==> src/rtl/cmd_ram_burst.sv <==
// cmd_ram_burst: command-decoded single-port RAM with address auto-increment and back-pressured burst reads
module cmd_ram_burst #(
  parameter int DATA_W   = 8,
  parameter int ADDR_W   = 8,
  parameter int AUTO_INC = 1
) (
  input  logic              clk,
  input  logic              rst_n,
  input  logic [DATA_W+1:0] din,
  input  logic              rx_valid,
  input  logic              tx_ready,
  output logic [DATA_W-1:0] dout,
  output logic              tx_valid,
  output logic              busy,
  output logic              err
);
  typedef enum logic [1:0] {IDLE, FETCH, VALID} state_t;
  localparam logic [ADDR_W-1:0] INC = ADDR_W'(AUTO_INC != 0);
  state_t            state;
  logic [DATA_W-1:0] mem [2**ADDR_W];
  logic [ADDR_W-1:0] wr_addr;
  logic [ADDR_W-1:0] rd_addr;
  logic [DATA_W-1:0] count;
  logic [1:0]        cmd;
  logic [DATA_W-1:0] payload;
  logic              accept;
  assign cmd     = din[DATA_W+1:DATA_W];
  assign payload = din[DATA_W-1:0];
  assign accept  = rx_valid && state == IDLE;
  // storage array carries no reset so it can map onto a block RAM
  always_ff @(posedge clk)
    if (rst_n && accept && cmd == 2'b01) mem[wr_addr] <= payload;
  // command decode, burst sequencing and registered status outputs
  always_ff @(posedge clk) begin
    if (!rst_n) begin
      state    <= IDLE;
      dout     <= '0;
      tx_valid <= 1'b0;
      busy     <= 1'b0;
      err      <= 1'b0;
      wr_addr  <= '0;
      rd_addr  <= '0;
      count    <= '0;
    end else begin
      err <= rx_valid && state != IDLE;
      case (state)
        IDLE:
          if (rx_valid)
            case (cmd)
              2'b00: wr_addr <= payload[ADDR_W-1:0];
              2'b01: wr_addr <= wr_addr + INC;
              2'b10: rd_addr <= payload[ADDR_W-1:0];
              default: begin
                count <= payload == '0 ? DATA_W'(1) : payload;
                busy  <= 1'b1;
                state <= FETCH;
              end
            endcase
        FETCH: begin
          dout     <= mem[rd_addr];
          tx_valid <= 1'b1;
          state    <= VALID;
        end
        VALID:
          if (tx_ready) begin
            count    <= count - DATA_W'(1);
            rd_addr  <= rd_addr + INC;
            tx_valid <= 1'b0;
            busy     <= count != DATA_W'(1);
            state    <= count == DATA_W'(1) ? IDLE : FETCH;
          end
        default: state <= IDLE;
      endcase
    end
  end
endmodule

==> config.mk <==
export PLATFORM = sky130hd
export DESIGN_NAME = cmd_ram_burst
export DESIGN_NICKNAME = d
export VERILOG_FILES = /design/src/rtl/cmd_ram_burst.sv
export SDC_FILE = /design/constraint.sdc
export NUM_CORES = 2
export LEC_CHECK = 0
export ABC_AREA = 1
export CAP_MARGIN = 15
export CORE_MARGIN = 2
export CORE_UTILIZATION = 55
export DETAILED_ROUTE_END_ITERATION = 6
export PLACE_DENSITY = 0.71
export RECOVER_POWER = 100
export SYNTH_ARGS = -nofsm -noshare
export SYNTH_HDL_FRONTEND = slang
export SYNTH_SLANG_ARGS = --single-unit
==> constraint.sdc <==
create_clock -name clk -period 3.05 [get_ports clk]
set_input_delay 0.61 -clock clk [delete_from_list [all_inputs] [get_ports clk]]
set_output_delay 0.61 -clock clk [all_outputs]
set_load 0.05 [all_outputs]
==> flow_metrics.env <==
export IMPL_p_int_w=0.0465
export IMPL_p_seq_frac=0.521
export IMPL_start_util=0.555
export IMPL_dr_total_vias=61000
export IMPL_worst_path_buf_inv=2
export IMPL_io_buffers=24
export IMPL_clockBufferDepth=3
export IMPL_min_period_over_period=0.980
export IMPL_antennaDiodeCount=0
export IMPL_fin_skew_ps=54.8
export IMPL_ir_drop_mv=0.635
export IMPL_cts_sinks=2085
export IMPL_cts_hold_buf=0
export IMPL_worstMarginPinSlew_ps=2810
export IMPL_setup_ws_ps=60.1
export IMPL_path_cells="dlymetal6s4s_1, buf_2"
export IMPL_synth_edff_count=2048
export IMPL_regArea_um2=62300
export IMPL_tritoncts="yes"
export IMPL_gp_congestion=0.976
export IMPL_dieArea_um2=161000
export IMPL_synth_top_cell_area_share=0.708
export IMPL_yosysUniqueCellTypes=35
export IMPL_fillCellCount=12000
export IMPL_die_width_um=401
export IMPL_ys_flop_type="edfxtp_1"
export IMPL_slowest_delay_ps=1970
export IMPL_dr_pass1_iters=6
export IMPL_drive_above_1_share=0.0729
export IMPL_worstHoldStart="state[0]"
export IMPL_yosysSeqAreaShare=0.717
export IMPL_die_h_um=401
export IMPL_cts_setup_buffers=0
export IMPL_clk_pin_slew_worst_paths_ps=60
export IMPL_core_area_um2=157000
export IMPL_endpoint_kind="register"
export IMPL_ys_ff_latch=2085
export IMPL_cp_max_fo=42
export IMPL_root_buffer="clkbuf_16"
export IMPL_path_class="input port to register"
export IMPL_async_flop_share=0
export IMPL_power_frac_clock=0.404
export IMPL_violations="max-capacitance violations, max-slew violations"
export IMPL_hp_class="register to register"
export IMPL_postCtsResizedCells=0
export IMPL_crit_path_start="din[1]"
export IMPL_grt_max_degree=130
export IMPL_switchingPower_w=0.0140
export IMPL_cts_max_level=4
export IMPL_setup_viol=0
export IMPL_post_place_ws_ps=34.4
export IMPL_cts_buffers=200
export IMPL_multi_input_area_um2=20600
export IMPL_hold_viol=0
export IMPL_hold_worst_slack_ps=528
export IMPL_drcViolationCount=0
export IMPL_synth_area_leaders="edfxtp_1, nand2_1, nor2_1, o21ai_0, nand3_1"
export IMPL_final_util=0.624
export IMPL_syn_nets=7888
export IMPL_critical_path_top_delay_family="buffers and inverters"
export IMPL_arrival_ps=3530
export IMPL_std_cell_rows=145
export IMPL_tns_ps=0
export IMPL_cellPowerDensity_nw_per_um2=620
export IMPL_nets=8195
export IMPL_final_cell_mix="edfxtp_1, nand2_1, nor2_1, o21ai_0, nand3_1"
export IMPL_slew_violations=413
export IMPL_totalWireLength_um=245000
export IMPL_min_period_ps=2990
export IMPL_grt_usage=0.300
export IMPL_vias_per_cell=5.87
export IMPL_status="complete, but fails checks"
export IMPL_power_frac_comb=0.075
export IMPL_synth_top_area_cell="edfxtp_1"
export IMPL_worstPathRequired_ps=3590
export IMPL_post_dp_hpwl_um=152000
export IMPL_grt_pass1_wl_um=360000
export IMPL_synth_area_um2=86800
export IMPL_gr_total_overflow=0
export IMPL_io_pins=25
export IMPL_area_growth_pct=12.5
export IMPL_relSlewSlack=-0.871
export IMPL_start_kind="input port"
export IMPL_grt_pass1_vias=58400
export IMPL_max_clock_freq_ghz=0.334
export IMPL_crit_path_top_delay_cell="dlymetal6s4s_1"
export IMPL_insertion_delay_ps=860
export IMPL_leakage_nw=35.7
export IMPL_cap_violations=9
export IMPL_synthCells=7867
export IMPL_rsz0062_at_grt="no"
export IMPL_antenna_left=0
export IMPL_avgSynthCellArea_um2=11.0
export IMPL_swShare=0.231
export IMPL_r2r_start="rd_addr[0]"
export IMPL_mostFrequentLayoutCell="edfxtp_1"
export IMPL_yosysWarnings=0
export IMPL_wl_per_cell_um=23.6
export IMPL_drt_first_iter_violations=9272
export IMPL_antenna_found_initial=6
==> state kept, by name, indices dropped and copies added, names as in the netlist <==
signal,cells
count,8
tx_valid,1
wr_addr,8
rd_addr,8
err,1
state,2
dout,8
mem,2048
busy,1
==> kinds of logic (layout without fill, tap and decap cells) <==
family / count (synthesis) / count (layout) / synth area share
DFF: 2085 / 2085 / 0.717
buffers and inverters: 958 / 1429 / 0.0457
and+or+nand+nor: 3789 / 3789 / 0.172
xor gates and xnor gates: 4 / 4 / 0.000404
AOI/OAI and AO/OA: 1024 / 1024 / 0.0640
adders and majority gates: 7 / 7 / 0.00101
==> power by group through the flow <==
stage	Sequential [W]	Clock (W)	Combinational [W]
final	0.0315	0.0244	0.00456
after global routing	0.0315	0.0257	0.00487
after CTS	0.0315	0.0246	0.00452
after detailed placement	0.0321	0	0.00449
after global placement	0.0321	0	0.00446
after floorplan	0.0321	0	0.00236
==> path summary, 6_finish.rpt <==
kind                            cells after the start          to  slack, ps
worst min register to register                      2    state[1]        530
worst max-delay path                                2  mem[41][1]         60
worst min-delay path                                2    state[1]        530
worst max register to register                     16     dout[3]        110
==> final cells by class <==
type                            instances  area share
Timing Repair Buffer                  575      0.0406
Multi-Input combinational cell       4824       0.211
Sequential cell                      2085       0.637
Tap cell                             2058      0.0264
Clock buffer                          253      0.0541
Clock inverter                        113      0.0116
Inverter                              488      0.0190
==> through the flow <==
step / total power [W] / cell area (um2) / std cells
3_5_place_dp: 0.0366 / 93100 / 10000
3_3_place_gp: 0.0366 / 93100 / 10000
2_1_floorplan: 0.0345 / 86800 / 7867
6_report: 0.0605 / 97700 / 10400
5_1_grt: 0.0621 / 97700 / 10400
4_1_cts: 0.0606 / 99500 / 10400
==> cell usage after synthesis (all sizes together), types with 8 or more instances <==
master and n:
a21oi 107, a31oi 12, clkbuf 195, edfxtp 2048, o211ai 143, o21ai 734, inv 484, dfxtp 37
nor3 8, nor2 1479, nand3 531, buf 275, o22ai 13, nand2 1768
==> per-layer routing <==
layer  global-route usage  part of all wire
met1                0.416              0.38
met2                0.463              0.45
met3               0.0688              0.12
met4                0.119             0.043
met5                    0          0.000053
Power figures use the tool's default switching activity.
